==> src/rtl/lcd_pkg.sv <==
// Shared encodings for the character LCD controller: request kinds, HD44780 command bytes,
// controller/strobe state enums, DDRAM row base and the power-on init table.
package lcd_pkg;

  typedef enum logic [1:0] {
    KIND_CHAR   = 2'b00,
    KIND_CURSOR = 2'b01,
    KIND_RAW    = 2'b10,
    KIND_CLEAR  = 2'b11
  } req_kind_e;

  localparam logic [7:0] FUNC_8B   = 8'h38;
  localparam logic [7:0] FUNC_4B   = 8'h28;
  localparam logic [7:0] DISP_ON   = 8'h0C;
  localparam logic [7:0] ENTRY     = 8'h06;
  localparam logic [7:0] CLEAR     = 8'h01;
  localparam logic [7:0] HOME      = 8'h02;
  localparam logic [7:0] SET_DDRAM = 8'h80;

  typedef enum logic [2:0] {
    ST_POR_WAIT, ST_INIT, ST_IDLE, ST_ADDR, ST_WRITE, ST_CLR_WAIT, ST_DONE
  } state_e;

  typedef enum logic [1:0] {PH_IDLE, PH_SETUP, PH_HIGH, PH_LOW} phase_e;

  function automatic logic [7:0] row_base(input logic [1:0] row, input logic [7:0] ncols);
    case (row)
      2'd0:    return 8'h00;
      2'd1:    return 8'h40;
      2'd2:    return ncols;
      default: return 8'h40 + ncols;
    endcase
  endfunction

  // Returns {nibble_only, byte}; 4-bit mode starts with four lone high nibbles.
  function automatic logic [8:0] init_entry(input logic [2:0] step, input logic four_bit);
    if (four_bit) begin
      case (step)
        3'd0, 3'd1, 3'd2: return {1'b1, 8'h30};
        3'd3:             return {1'b1, 8'h20};
        3'd4:             return {1'b0, FUNC_4B};
        3'd5:             return {1'b0, DISP_ON};
        3'd6:             return {1'b0, ENTRY};
        default:          return {1'b0, CLEAR};
      endcase
    end else begin
      case (step)
        3'd0:    return {1'b0, FUNC_8B};
        3'd1:    return {1'b0, DISP_ON};
        3'd2:    return {1'b0, ENTRY};
        default: return {1'b0, CLEAR};
      endcase
    end
  endfunction

endpackage

==> src/rtl/lcd_char_ctrl_if.sv <==
// Request/status bundle between the CPU port decoder (master) and the LCD controller (slave).
interface lcd_char_ctrl_if;
  logic       req_valid;
  logic       req_ready;
  logic [1:0] req_kind;
  logic [7:0] req_data;
  logic [1:0] req_row;
  logic [5:0] req_col;
  logic       done_tick;
  logic       init_done;

  modport master (
    output req_valid, req_kind, req_data, req_row, req_col,
    input  req_ready, done_tick, init_done
  );

  modport slave (
    input  req_valid, req_kind, req_data, req_row, req_col,
    output req_ready, done_tick, init_done
  );
endinterface

==> src/rtl/lcd_strobe.sv <==
// EN strobe engine: setup / EN high / EN low, HOLD_CYCLES each; 4-bit bus sends high then low nibble.
// A start may coincide with the done pulse of the previous transfer, giving back-to-back strobes.
module lcd_strobe
  import lcd_pkg::*;
#(
  parameter int BUS_WIDTH   = 8,
  parameter int HOLD_CYCLES = 500
) (
  input  logic       clk,
  input  logic       rst_n,
  input  logic       start,
  input  logic       rs_i,
  input  logic [7:0] data_i,
  input  logic       nibble_only,
  output logic       done,
  output logic       lcd_en,
  output logic       lcd_rs,
  output logic [7:0] lcd_data
);
  localparam int CW = $clog2(HOLD_CYCLES + 1);
  localparam logic [CW-1:0] CNT_LAST = CW'(HOLD_CYCLES - 1);

  phase_e        phase_q, phase_d;
  logic [CW-1:0] cnt_q, cnt_d;
  logic [7:0]    dat_q, dat_d;
  logic          rs_q, rs_d, nib_q, nib_d, lo_q, lo_d;

  always_comb begin
    phase_d = phase_q;
    cnt_d   = cnt_q;
    dat_d   = dat_q;
    rs_d    = rs_q;
    nib_d   = nib_q;
    lo_d    = lo_q;
    done    = 1'b0;
    if (phase_q != PH_IDLE) begin
      if (cnt_q == CNT_LAST) begin
        cnt_d = '0;
        case (phase_q)
          PH_SETUP: phase_d = PH_HIGH;
          PH_HIGH:  phase_d = PH_LOW;
          default: begin
            if (BUS_WIDTH == 4 && !nib_q && !lo_q) begin
              lo_d    = 1'b1;
              phase_d = PH_SETUP;
            end else begin
              done    = 1'b1;
              phase_d = PH_IDLE;
              dat_d   = '0;
              rs_d    = 1'b0;
              nib_d   = 1'b0;
              lo_d    = 1'b0;
            end
          end
        endcase
      end else begin
        cnt_d = cnt_q + CW'(1);
      end
    end
    if (start) begin
      phase_d = PH_SETUP;
      cnt_d   = '0;
      dat_d   = data_i;
      rs_d    = rs_i;
      nib_d   = nibble_only;
      lo_d    = 1'b0;
    end
  end

  always_ff @(posedge clk) begin
    if (!rst_n) begin
      phase_q <= PH_IDLE;
      cnt_q   <= '0;
      dat_q   <= '0;
      rs_q    <= 1'b0;
      nib_q   <= 1'b0;
      lo_q    <= 1'b0;
    end else begin
      phase_q <= phase_d;
      cnt_q   <= cnt_d;
      dat_q   <= dat_d;
      rs_q    <= rs_d;
      nib_q   <= nib_d;
      lo_q    <= lo_d;
    end
  end

  assign lcd_en   = (phase_q == PH_HIGH);
  assign lcd_rs   = rs_q;
  assign lcd_data = (BUS_WIDTH == 8) ? dat_q
                  : (lo_q ? {dat_q[3:0], 4'h0} : {dat_q[7:4], 4'h0});
endmodule

==> src/rtl/lcd_char_ctrl.sv <==
// HD44780-class LCD controller: power-on init, then one valid/ready request at a time, done_tick on completion.
// Define LCD_AUTOWRAP_EN to track the cursor and re-address the next row after a char in the last column.
module lcd_char_ctrl
  import lcd_pkg::*;
#(
  parameter int BUS_WIDTH    = 8,
  parameter int HOLD_CYCLES  = 500,
  parameter int POR_CYCLES   = 20000,
  parameter int CLEAR_CYCLES = 80000,
  parameter int NUM_ROWS     = 2,
  parameter int NUM_COLS     = 16
) (
  input  logic           clk,
  input  logic           rst_n,
  lcd_char_ctrl_if.slave req_if,
  output logic [7:0]     lcd_data,
  output logic           lcd_rs,
  output logic           lcd_rw,
  output logic           lcd_en
);
  if (BUS_WIDTH != 8 && BUS_WIDTH != 4) begin : g_bad_bus
    $error("lcd_char_ctrl: BUS_WIDTH must be 8 or 4");
  end

  localparam logic        FOUR_BIT  = (BUS_WIDTH == 4);
  localparam logic [2:0]  LAST_STEP = FOUR_BIT ? 3'd7 : 3'd3;
  localparam logic [31:0] POR_LAST  = 32'(POR_CYCLES - 1);
  localparam logic [31:0] CLR_LAST  = 32'(CLEAR_CYCLES - 1);
  localparam logic [7:0]  NCOLS     = 8'(NUM_COLS);

  state_e      state_q, state_d;
  logic [31:0] cnt_q, cnt_d;
  logic [2:0]  step_q, step_d;
  req_kind_e   kind_q, kind_d;
  logic [7:0]  dat_q, dat_d;
  logic        init_done_q, init_done_d, wrap_q, wrap_d;
`ifdef LCD_AUTOWRAP_EN
  logic [1:0]  row_q, row_d;
  logic [5:0]  col_q, col_d;
`endif

  logic        st_start, st_rs, st_nib, st_done, ready_c, done_c, clr_cmd;
  logic [7:0]  st_data;
  logic [8:0]  init_ent;
  logic [1:0]  row_cl;
  logic [5:0]  col_cl;

  lcd_strobe #(.BUS_WIDTH(BUS_WIDTH), .HOLD_CYCLES(HOLD_CYCLES)) u_strobe (
    .clk, .rst_n, .start(st_start), .rs_i(st_rs), .data_i(st_data), .nibble_only(st_nib),
    .done(st_done), .lcd_en, .lcd_rs, .lcd_data
  );

  always_comb begin
    state_d = state_q;  cnt_d = cnt_q;  step_d = step_q;  kind_d = kind_q;  dat_d = dat_q;
    init_done_d = init_done_q;  wrap_d = wrap_q;
`ifdef LCD_AUTOWRAP_EN
    row_d = row_q;  col_d = col_q;
`endif
    st_start = 1'b0;  st_rs = 1'b0;  st_nib = 1'b0;  st_data = '0;
    ready_c  = 1'b0;  done_c = 1'b0;
    init_ent = init_entry((state_q == ST_POR_WAIT) ? 3'd0 : step_q + 3'd1, FOUR_BIT);
    row_cl   = (int'(req_if.req_row) >= NUM_ROWS) ? 2'(NUM_ROWS - 1) : req_if.req_row;
    col_cl   = (int'(req_if.req_col) >= NUM_COLS) ? 6'(NUM_COLS - 1) : req_if.req_col;
    clr_cmd  = (kind_q == KIND_CLEAR) || (kind_q == KIND_RAW && (dat_q == CLEAR || dat_q == HOME));
    case (state_q)
      ST_POR_WAIT: begin
        if (cnt_q == POR_LAST) begin
          state_d  = ST_INIT;  cnt_d = '0;  step_d = '0;
          st_start = 1'b1;     {st_nib, st_data} = init_ent;
        end else cnt_d = cnt_q + 32'd1;
      end
      ST_INIT: begin
        if (st_done) begin
          if (step_q == LAST_STEP) begin
            state_d = ST_CLR_WAIT;  cnt_d = '0;
          end else begin
            step_d   = step_q + 3'd1;
            st_start = 1'b1;  {st_nib, st_data} = init_ent;
          end
        end
      end
      ST_IDLE: begin
        ready_c = 1'b1;
        if (req_if.req_valid) begin
          kind_d   = req_kind_e'(req_if.req_kind);
          dat_d    = req_if.req_data;
          st_start = 1'b1;
          state_d  = ST_WRITE;
          case (req_kind_e'(req_if.req_kind))
            KIND_CHAR: begin
              st_rs = 1'b1;  st_data = req_if.req_data;
`ifdef LCD_AUTOWRAP_EN
              wrap_d = (col_q == 6'(NUM_COLS - 1));
              col_d  = wrap_d ? 6'd0 : col_q + 6'd1;
              if (wrap_d) row_d = (row_q == 2'(NUM_ROWS - 1)) ? 2'd0 : row_q + 2'd1;
`endif
            end
            KIND_CURSOR: begin
              state_d = ST_ADDR;
              st_data = SET_DDRAM | (row_base(row_cl, NCOLS) + {2'b00, col_cl});
`ifdef LCD_AUTOWRAP_EN
              row_d = row_cl;  col_d = col_cl;
`endif
            end
            KIND_RAW: begin
              st_data = req_if.req_data;
`ifdef LCD_AUTOWRAP_EN
              if (req_if.req_data == CLEAR || req_if.req_data == HOME) begin
                row_d = '0;  col_d = '0;
              end
`endif
            end
            default: begin
              st_data = CLEAR;
`ifdef LCD_AUTOWRAP_EN
              row_d = '0;  col_d = '0;
`endif
            end
          endcase
        end
      end
      ST_WRITE: begin
        if (st_done) begin
          if (clr_cmd) begin
            state_d = ST_CLR_WAIT;  cnt_d = '0;
          end else if (wrap_q) begin
            // Cursor was already advanced at accept; column is 0 on the new row.
            state_d = ST_ADDR;  wrap_d = 1'b0;  st_start = 1'b1;
`ifdef LCD_AUTOWRAP_EN
            st_data = SET_DDRAM | row_base(row_q, NCOLS);
`endif
          end else state_d = ST_DONE;
        end
      end
      ST_ADDR:     if (st_done) state_d = ST_DONE;
      ST_CLR_WAIT: begin
        if (cnt_q == CLR_LAST) begin
          state_d     = init_done_q ? ST_DONE : ST_IDLE;
          init_done_d = 1'b1;
        end else cnt_d = cnt_q + 32'd1;
      end
      ST_DONE: begin
        done_c  = 1'b1;
        state_d = ST_IDLE;
      end
      default: state_d = ST_POR_WAIT;
    endcase
  end

  always_ff @(posedge clk) begin
    if (!rst_n) begin
      state_q <= ST_POR_WAIT;  cnt_q <= '0;  step_q <= '0;  kind_q <= KIND_CHAR;  dat_q <= '0;
      init_done_q <= 1'b0;  wrap_q <= 1'b0;
`ifdef LCD_AUTOWRAP_EN
      row_q <= '0;  col_q <= '0;
`endif
    end else begin
      state_q <= state_d;  cnt_q <= cnt_d;  step_q <= step_d;  kind_q <= kind_d;  dat_q <= dat_d;
      init_done_q <= init_done_d;  wrap_q <= wrap_d;
`ifdef LCD_AUTOWRAP_EN
      row_q <= row_d;  col_q <= col_d;
`endif
    end
  end

  assign req_if.req_ready = ready_c;
  assign req_if.done_tick = done_c;
  assign req_if.init_done = init_done_q;
  assign lcd_rw           = 1'b0;
endmodule

==> src/flat_wrapper.sv <==
// flat-port wrapper written by rule: the top's interface ports become plain ports
module lcd_char_ctrl_flat import lcd_pkg::*;
#(
  parameter int BUS_WIDTH    = 8,
  parameter int HOLD_CYCLES  = 500,
  parameter int POR_CYCLES   = 20000,
  parameter int CLEAR_CYCLES = 80000,
  parameter int NUM_ROWS     = 2,
  parameter int NUM_COLS     = 16
)
  (clk, rst_n, lcd_data, lcd_rs, lcd_rw, lcd_en, req_if_req_valid, req_if_req_kind, req_if_req_data, req_if_req_row, req_if_req_col, req_if_req_ready, req_if_done_tick, req_if_init_done);
  lcd_char_ctrl_if req_if_i ();
  input  logic clk;
  input  logic rst_n;
  output logic [7:0] lcd_data;
  output logic lcd_rs;
  output logic lcd_rw;
  output logic lcd_en;
  input wire logic [$bits(req_if_i.req_valid)-1:0] req_if_req_valid;
  input wire logic [$bits(req_if_i.req_kind)-1:0] req_if_req_kind;
  input wire logic [$bits(req_if_i.req_data)-1:0] req_if_req_data;
  input wire logic [$bits(req_if_i.req_row)-1:0] req_if_req_row;
  input wire logic [$bits(req_if_i.req_col)-1:0] req_if_req_col;
  output wire logic [$bits(req_if_i.req_ready)-1:0] req_if_req_ready;
  output wire logic [$bits(req_if_i.done_tick)-1:0] req_if_done_tick;
  output wire logic [$bits(req_if_i.init_done)-1:0] req_if_init_done;
  assign req_if_i.req_valid = req_if_req_valid;
  assign req_if_i.req_kind = req_if_req_kind;
  assign req_if_i.req_data = req_if_req_data;
  assign req_if_i.req_row = req_if_req_row;
  assign req_if_i.req_col = req_if_req_col;
  assign req_if_req_ready = req_if_i.req_ready;
  assign req_if_done_tick = req_if_i.done_tick;
  assign req_if_init_done = req_if_i.init_done;
  lcd_char_ctrl #(.BUS_WIDTH(BUS_WIDTH), .HOLD_CYCLES(HOLD_CYCLES), .POR_CYCLES(POR_CYCLES), .CLEAR_CYCLES(CLEAR_CYCLES), .NUM_ROWS(NUM_ROWS), .NUM_COLS(NUM_COLS)) u_core (.clk(clk), .rst_n(rst_n), .req_if(req_if_i), .lcd_data(lcd_data), .lcd_rs(lcd_rs), .lcd_rw(lcd_rw), .lcd_en(lcd_en));
endmodule
==> config.mk <==
export PLATFORM = sky130hd
export DESIGN_NAME = lcd_char_ctrl_flat
export DESIGN_NICKNAME = d
export VERILOG_FILES = /design/src/rtl/lcd_pkg.sv /design/src/rtl/lcd_char_ctrl_if.sv /design/src/rtl/lcd_strobe.sv /design/src/rtl/lcd_char_ctrl.sv /design/src/flat_wrapper.sv
export SDC_FILE = /design/constraint.sdc
export NUM_CORES = 1
export LEC_CHECK = 0
export CORE_MARGIN = 5
export CORE_UTILIZATION = 42
export DETAILED_ROUTE_END_ITERATION = 8
export PLACE_DENSITY = 0.74
export SLEW_MARGIN = 15
export SYNTH_ARGS = -nofsm -noshare
export SYNTH_HDL_FRONTEND = slang
export SYNTH_SLANG_ARGS = --single-unit
export TNS_END_PERCENT = 5
==> constraint.sdc <==
create_clock -name clk -period 3.61 [get_ports clk]
set_input_delay 0.722 -clock clk [delete_from_list [all_inputs] [get_ports clk]]
set_output_delay 0.722 -clock clk [all_outputs]
set_load 0.05 [all_outputs]
==> results of run 1 <==
layer usage:
| layer | share of wire | global-route usage | vias up |
|---|---|---|---|
| met5 | 0 | 0 | - |
| met4 | 0.0091 | 0.0407 | 0 |
| met3 | 0.034 | 0.0422 | 7 |
| met2 | 0.48 | 0.268 | 66 |
| met1 | 0.48 | 0.224 | 1693 |
| li1 | - | - | 1800 |
state kept, by name, indices dropped and copies added, names as in the netlist:
name,cells
u_core.step_q,3
u_core.req_if.init_done,1
u_core.u_strobe.cnt_q,9
u_core.u_strobe.lcd_data,8
u_core.kind_q,2
u_core.u_strobe.lcd_rs,1
u_core.u_strobe.phase_q,2
u_core.dat_q,8
u_core.cnt_q,32
u_core.state_q,3
power by group through the flow:
| stage | clock [uW] | combinational [uW] | sequential (uW) |
|---|---|---|---|
| 2_1_floorplan | 0 | 31.0 | 784 |
| 3_3_place_gp | 0 | 66.4 | 784 |
| 3_5_place_dp | 0 | 67.0 | 784 |
| 4_1_cts | 696 | 67.5 | 766 |
| 5_1_grt | 740 | 74.7 | 767 |
| 6_report | 682 | 68.0 | 766 |
worst max-delay path, stage by stage (launching register included):
cell and delay (ps):
sky130_fd_sc_hd__dfxtp_1 390, sky130_fd_sc_hd__ha_1 240, sky130_fd_sc_hd__nand4_2 150, sky130_fd_sc_hd__or4_4 580, sky130_fd_sc_hd__o211ai_4 240, sky130_fd_sc_hd__nand3_2 510
sky130_fd_sc_hd__buf_4 370, sky130_fd_sc_hd__or3_1 350, sky130_fd_sc_hd__a21oi_1 150
cell type report:
cell class                 count  area, um^2
fill                         859        4360
multi-input combinational    362        2150
sequential                    69        1380
timing repair buffer          40         383
tap                          108         135
clock buffer                   9         124
clock inverter                 6        87.6
inverter                      15        56.3
metrics by stage:
stage | instance area, um^2 | utilization | hold slack, ps | setup slack, ps | power [uW]
2_1_floorplan | 3720 | - | 432 | 783 | 815
3_3_place_gp | 4110 | 0.474 | 440 | 669 | 850
3_5_place_dp | 4110 | 0.474 | 444 | 559 | 851
4_1_cts | 4320 | 0.498 | 455 | 542 | 1530
5_1_grt | 4320 | 0.498 | 468 | 357 | 1580
6_report | 4320 | 0.498 | 453 | 540 | 1520
cell families after synthesis:
logic type	synth area share
DFF	0.372
AOI/OAI and AO/OA	0.211
and+or+nand+nor	0.309
other	0.00101
muxes	0.00843
xor gates and xnor gates	0.0260
adders and majority gates	0.0236
buffers and inverters	0.0486
Yosys cell counts (all sizes together), types with 2 or more instances:
cell,n,area (um^2)
or3,17,106
o31ai,16,120
inv,14,52.6
or2,2,12.5
xor2,7,61.3
mux2i,2,20.0
a31o,2,17.5
and3b,2,17.5
o22ai,4,25.0
nand4,13,87.6
nand4b,2,23.8
xnor2,4,35.0
nor4,10,62.6
and3,6,37.5
nand3,23,120
nand2,55,206
and4,6,52.6
o41a,2,22.5
a21oi,59,295
a31oi,2,12.5
ha,7,87.6
or4,19,146
o21ai,17,88.8
buf,11,67.6
nor2,33,124
o211ai,5,51.3
a22oi,2,15.0
clkbuf,15,56.3
a22o,2,17.5
nor3,19,95.1
o21a,2,15.0
nor2b,2,12.5
o211a,3,30.0
nor4b,2,17.5
dfxtp,69,1380
final timing paths:
check	to	cells after the start	start	slack (ps)
worst max-delay path	u_core.cnt_q[4]	8	u_core.u_strobe.cnt_q[0]	540
worst min-delay path	u_core.step_q[2]	2	u_core.step_q[2]	450
worst max register to register	u_core.cnt_q[4]	8	u_core.u_strobe.cnt_q[0]	540
worst min register to register	u_core.step_q[2]	2	u_core.step_q[2]	450
==> reports/results.ini, run 1 <==
[run_status]
outcome=completed

[sta]
setup_tns_final_ps=0
setup_violations=0
max_freq_ghz=0.326
finalClockSkew_ps=14.2
min_period_over_period=0.850
hold_violation_total_from_the_final_report=0
slew_violations=0
period_needed_ps=3070
max_slew.worst_pin.slew_ps=833
relSlewSlack=0.440
grt_setup_unrepaired=false

[synthesis]
synth_warnings=0
yosysUniqueCellTypes=59
post_synth.cell_area_avg_um2=7.89
netlist_area_um2=3710
async_reset_ff_frac=0
ys_seq_elements=69
synth_edf_count=0
synth_flop_cell=sky130_fd_sc_hd__dfxtp_1
syn_inst=470
ys_seq_area_frac=0.372

[clock_network]
cts_root_buf=sky130_fd_sc_hd__clkbuf_8
worst_setup_hold_path_clk_slew_ps=80
clkLatencyLatePin_ps=340
cts_hold_buf=0
cts_max_path_buffers=2
cts.repair.resized=0
h-tree-depth=3
cts_setup_buffers=0
cts_buffers=9
cts_tree=yes
tritoncts_num_sinks=69

[power]
worst_ir_drop_vdd_mv=0.181
share_of_total_power_in_the_clock_network=0.450
pwr-share-seq=0.505
power_frac_comb=0.045
netSwitchingPower_uw=336
swShare=0.221
p_leak_uw=0.00148
power.density_nw_per_um2=351
p_int_uw=1180

[die]
top_level_ports=35
die_x_um=104
die_y_um=104
core.rowCount=34
core-area_um2=8680
initial_utilization=0.427
area_of_the_die_um2=10800

[route]
drcViolationCount=0
detailedRoute.firstPassIterationCount=4
routed_wirelength_mm=9.11
drt_via_density=5.86
routed-via-count=3566
routed_wire_length_per_instance_um=15.0
antenna_nets_post_route=0
detail_route.iter0.violations=317

[placed_design]
dpl.cell_count=594
detailed_place_hpwl_mm=6.42
io_buffers=33
gp_congestion=0.796

[layout]
mostFrequentLayoutCell=sky130_fd_sc_hd__dfxtp_1
antennaDiodeCount=0
top_library_cells_by_usage_in_the_layout_fill_and_taps_aside=sky130_fd_sc_hd__dfxtp_1 (69), sky130_fd_sc_hd__a21oi_1 (59), sky130_fd_sc_hd__nand2_1 (55), sky130_fd_sc_hd__nor2_1 (33), sky130_fd_sc_hd__clkdlybuf4s50_1 (33)
cell_count_final_fillers_out=609
nets=525
area_delta_synth_final_pct=16.5
post_route_cells_drive_above_1_share=0.0659

[flow_run]
max-cap-violations=0

[grt]
global_route_wire_length_before_repair_mm=15.4
gr_ovfl_total=0
vias_in_the_first_global_route=3281
antenna_found_initial=0
grt_start_max_net_pins=34
grtUsageTotal=0.167

[worst_hold_path]
min_path_type=flip-flop to flip-flop

[critical_path]
worstPathArrival_ps=3340
cp_max_fo=33
crit_path_start_kind=flip-flop
worst-setup-path-type=flip-flop to flip-flop
worst_setup_end_kind=flip-flop
required_ps=3880

No activity file was read; power rests on OpenSTA's default activity.
==> run 2, diff against run 1 <==
CAP_MARGIN = 20   (was unset)
CORE_UTILIZATION = 30   (was 42)
PLACE_DENSITY = 0.59   (was 0.74)
==> reports/results.ini, run 2 (synthesis gave the netlist of run 1 again) <==
[critical_path]
worst_setup_end_kind=primary output
required_ps=2890
worst-r2r-cell-count=7
cp_max_fo=12
regToRegEndpoint=u_core.cnt_q[25]
r2r_setup_slack_ps=620
worst-setup-path-type=flip-flop to primary output
crit_path_start_kind=flip-flop
critical_path.reg2reg.startpoint=u_core.u_strobe.cnt_q[0]
worstPathArrival_ps=2310

[clock_network]
cts_hold_buf=0
cts_root_buf=sky130_fd_sc_hd__clkbuf_16
cts_tree=yes
cts_buffers=9
tritoncts_num_sinks=69
h-tree-depth=3
clkLatencyLatePin_ps=340
cts_max_path_buffers=2
cts_setup_buffers=0
worst_setup_hold_path_clk_slew_ps=60
cts.repair.resized=0

[layout]
largest_register_by_flop_count=u_core.cnt_q
n_fill_cell=1250
post_route_cells_drive_above_1_share=0.0696
cell_count_final_fillers_out=671
nets=526
antennaDiodeCount=0
layout.core_utilization=0.376
multi_input_comb_area_um2=2150
largest_reg_flops=32
top_regs=u_core.cnt_q x32, u_core.u_strobe.cnt_q x9
area_delta_synth_final_pct=22.2
mostFrequentLayoutCell=sky130_fd_sc_hd__dfxtp_1
final-seq-area_um2=1380
top_library_cells_by_usage_in_the_layout_fill_and_taps_aside=sky130_fd_sc_hd__dfxtp_1 (69), sky130_fd_sc_hd__a21oi_1 (59), sky130_fd_sc_hd__nand2_1 (55), sky130_fd_sc_hd__nor2_1 (33), sky130_fd_sc_hd__clkdlybuf4s50_1 (33)

[run_status]
outcome=completed

[route]
detail_route.iter0.violations=184
routed_wirelength_mm=9.74
routed_wire_length_per_instance_um=14.5
drcViolationCount=0
routed-via-count=3587
detailedRoute.firstPassIterationCount=4
antenna_nets_post_route=0
drt_via_density=5.35

[sta]
setup_tns_final_ps=0
setup_ws_ps=580
fin_hold_ws_ps=453
finalClockSkew_ps=9.73
hold_violation_total_from_the_final_report=0
period_needed_ps=3030
slew_violations=0
grt_setup_unrepaired=false
max_freq_ghz=0.330
min_period_over_period=0.839
max_slew.worst_pin.slew_ps=769
setup_violations=0
relSlewSlack=0.484

[power]
netSwitchingPower_uw=379
share_of_total_power_in_the_clock_network=0.534
worst_ir_drop_vdd_mv=0.210
p_leak_uw=0.00154
power.density_nw_per_um2=397
power_frac_comb=0.039
p_int_uw=1420
swShare=0.211
pwr-share-seq=0.427

[placed_design]
io_buffers=33
dpl.cell_count=655
detailed_place_hpwl_mm=6.86
detailedPlace.worstSlack_ps=626
gp_congestion=0.809

[die]
die_y_um=121
top_level_ports=35
core-area_um2=12100
die_x_um=121
area_of_the_die_um2=14700
core.rowCount=40
initial_utilization=0.307

[grt]
grtUsageTotal=0.135
global_route_wire_length_before_repair_mm=16.2
antenna_found_initial=0
gr_ovfl_total=0
vias_in_the_first_global_route=3420
grt_start_max_net_pins=24

[worst_hold_path]
whs_endpoint=u_core.step_q[2]
min_delay_path_depth=2
worst_hold_startpoint=u_core.step_q[2]
min_path_type=flip-flop to flip-flop

[flow_run]
max-cap-violations=0

## run 2: cell count changes in the layout (fill, tap and decap cells not counted), sizes merged
cell	before	now
clkinvlp	0	1
buf	7	8
inv	15	14
clkbuf	9	10
## run 2: worst max-delay path by stage
stage          cells past startpoint                          end                startpoint
6_report                           3             req_if_done_tick         u_core.state_q[2]
5_1_grt                            7             u_core.cnt_q[29]  u_core.u_strobe.cnt_q[0]
3_5_place_dp                       7             u_core.cnt_q[27]  u_core.u_strobe.cnt_q[0]
3_3_place_gp                       7             u_core.cnt_q[19]  u_core.u_strobe.cnt_q[0]
2_1_floorplan                      6  u_core.u_strobe.lcd_data[3]         u_core.state_q[1]
4_1_cts                            3             req_if_done_tick         u_core.state_q[2]
## run 2: through the flow
step | instance area [um^2] | power, uW
6_report | 4530 | 1800
5_1_grt | 4530 | 1860
4_1_cts | 4530 | 1820
3_5_place_dp | 4210 | 854
3_3_place_gp | 4210 | 854
2_1_floorplan | 3720 | 815
## run 2: cell type report
| class | instances | area share |
|---|---|---|
| Clock buffer | 10 | 0.0527 |
| Inverter | 15 | 0.0124 |
| Timing Repair Buffer | 41 | 0.0889 |
| Clock inverter | 6 | 0.0191 |
| Tap cell | 168 | 0.0464 |
| Multi-Input combinational cell | 362 | 0.476 |
| Sequential cell | 69 | 0.305 |
## run 2: routing by layer
metal | global-route usage | vias to the layer above | wire length (um)
li1 | - | 1802 | -
met1 | 0.171 | 1722 | 4730
met2 | 0.224 | 52 | 4540
met3 | 0.0289 | 11 | 313
met4 | 0.0546 | 0 | 159
met5 | 0 | - | 0
## run 2: power groups by stage
stage	logic [uW]	clock network, uW	registers (uW)
2_1_floorplan	31.0	0	784
3_3_place_gp	69.4	0	784
3_5_place_dp	70.0	0	784
4_1_cts	70.6	979	768
5_1_grt	76.5	1010	768
6_report	70.3	960	768
## run 2: critical path: stages, from the launching register on
cell and delay (ps):
sky130_fd_sc_hd__dfxtp_1 610, sky130_fd_sc_hd__inv_1 180, sky130_fd_sc_hd__nor3_1 310, sky130_fd_sc_hd__clkdlybuf4s50_1 870
==> run 3, diff against run 2 <==
PLACE_DENSITY = 0.61   (was 0.59)
clock period = 2.5 ns   (was 3.61 ns; I/O delays follow)
==> reports/results.ini, run 3 (synthesis gave the netlist of run 1 again) <==
[critical_path]
worst_setup_end_kind=flip-flop
required_ps=2770
worst-setup-path-type=flip-flop to flip-flop
slowest_stage=sky130_fd_sc_hd__or4_4
worstPathCellList=inv_1 > ha_4 > or4_4 > o211ai_4 > nand3_4 > clkbuf_16 > or4_4 > a21oi_1
timing.critical_path.slowest_cell_delay_ps=500
worstPathArrival_ps=2720
timing.critical_path.buf_inv=2
cp_max_fo=7
crit_top_cell=sky130_fd_sc_hd__or4_4
r2r_setup_slack_ps=40
path_delay_family=simple AND/OR/NAND/NOR gates
crit_path_start_kind=flip-flop

[grt]
global_route_wire_length_before_repair_mm=16.8
grt_start_max_net_pins=31
vias_in_the_first_global_route=3428
antenna_found_initial=0
grtUsageTotal=0.140
gr_ovfl_total=0

[layout]
largest_register_by_flop_count=u_core.cnt_q
top_library_cells_by_usage_in_the_layout_fill_and_taps_aside=sky130_fd_sc_hd__dfxtp_1 (65), sky130_fd_sc_hd__nand2_1 (55), sky130_fd_sc_hd__a21oi_1 (48), sky130_fd_sc_hd__buf_4 (42), sky130_fd_sc_hd__nor2_1 (33)
finish.instance_area_um2=4990
area_delta_synth_final_pct=34.5
layout.core_utilization=0.414
antennaDiodeCount=0
n_fill_cell=1207
top_regs=u_core.cnt_q x32, u_core.u_strobe.cnt_q x9
multi_input_comb_area_um2=2320
largest_reg_flops=32
mostFrequentLayoutCell=sky130_fd_sc_hd__dfxtp_1
final-seq-area_um2=1390
post_route_cells_drive_above_1_share=0.202
nets=563

[placed_design]
gp_congestion=0.859
detailed_place_hpwl_mm=7.34
detailed_place.area_um2=4440
io_buffers=33
detailedPlace.worstSlack_ps=9.63

[clock_network]
cts_tree=yes
cts_buffers=9
cts_max_path_buffers=2
tritoncts_num_sinks=69
h-tree-depth=3
cts_root_buf=sky130_fd_sc_hd__clkbuf_16
clkLatencyLatePin_ps=340
worst_setup_hold_path_clk_slew_ps=60

[route]
detail_route.iter0.violations=260
routed_wire_length_per_instance_um=14.8
drcViolationCount=0
antenna_nets_post_route=0
detailedRoute.firstPassIterationCount=5
routed_wirelength_mm=10.5
drt_via_density=5.34
routed-via-count=3782

[sta]
period_needed_ps=2460
hold_violation_total_from_the_final_report=0
min_period_over_period=0.983
max_slew.worst_pin.slew_ps=669
setup_violations=0
grt_setup_unrepaired=true
setup_tns_final_ps=0
finalClockSkew_ps=7.91
relSlewSlack=0.550
setup_ws_ps=43.5
slew_violations=0
max_freq_ghz=0.407

[power]
p_leak_uw=0.00177
worst_ir_drop_vdd_mv=0.282
power.density_nw_per_um2=486

[die]
area_of_the_die_um2=14700
die_y_um=121
die_x_um=121
initial_utilization=0.307
core.rowCount=40
core-area_um2=12100
top_level_ports=35

[worst_hold_path]
min_path_type=flip-flop to flip-flop

[run_status]
outcome=completed

[flow_run]
max-cap-violations=0

-- run 3: metrics by stage --
stage	hold slack (ps)	power [uW]	std cells
after global routing	474	2510	708
after CTS	458	2450	700
after detailed placement	449	1240	684
final	457	2420	708
after floorplan	432	1180	472
after global placement	436	1240	684
-- run 3: routing by layer --
layer	vias up	track usage	wire length [um]
li1	1883	-	-
met1	1772	0.188	5020
met2	109	0.217	4810
met3	18	0.0289	474
met4	0	0.0602	207
met5	-	0	0
-- run 3: path summary, 6_finish.rpt --
path	start	depth (start not counted)	endpoint
setup reg to reg	u_core.u_strobe.phase_q[0]	8	u_core.cnt_q[10]
hold reg to reg	u_core.dat_q[7]	2	u_core.dat_q[7]
setup / recovery	u_core.u_strobe.phase_q[0]	8	u_core.cnt_q[10]
hold / removal	u_core.dat_q[7]	2	u_core.dat_q[7]
-- run 3: cell type report --
class                   instances  share of cell area
inverters                      15              0.0113
multi-input cells             362               0.465
clock inverters                 6             0.00928
clock buffers                  10              0.0479
flip-flops and latches         69               0.278
well taps                     168              0.0421
repair buffers                 78               0.146
-- run 3: timing repair --
item,4_1_cts,5_1_grt
setup buffers,0,6
endpoints found under the setup margin,3,27
gates resized for setup,0,43
endpoints found under the hold margin,0,0
pin swaps,2,26
cloned,0,2
hold buffers,0,0
-- run 3: worst reg2reg max path, delay by kind of cell, from the launching register on --
kind	cells	cell delay (ps)
buf+inv	2	310
compound gates	2	390
simple gates	3	1150
flops	1	320
fa+ha+maj	1	220
-- run 3: power by group --
part	switching, uW	total, uW	internal (uW)
clock	499	1200	704
combinational	57.8	111	53.2
sequential	4.14	1110	1100
total	561	2420	1860
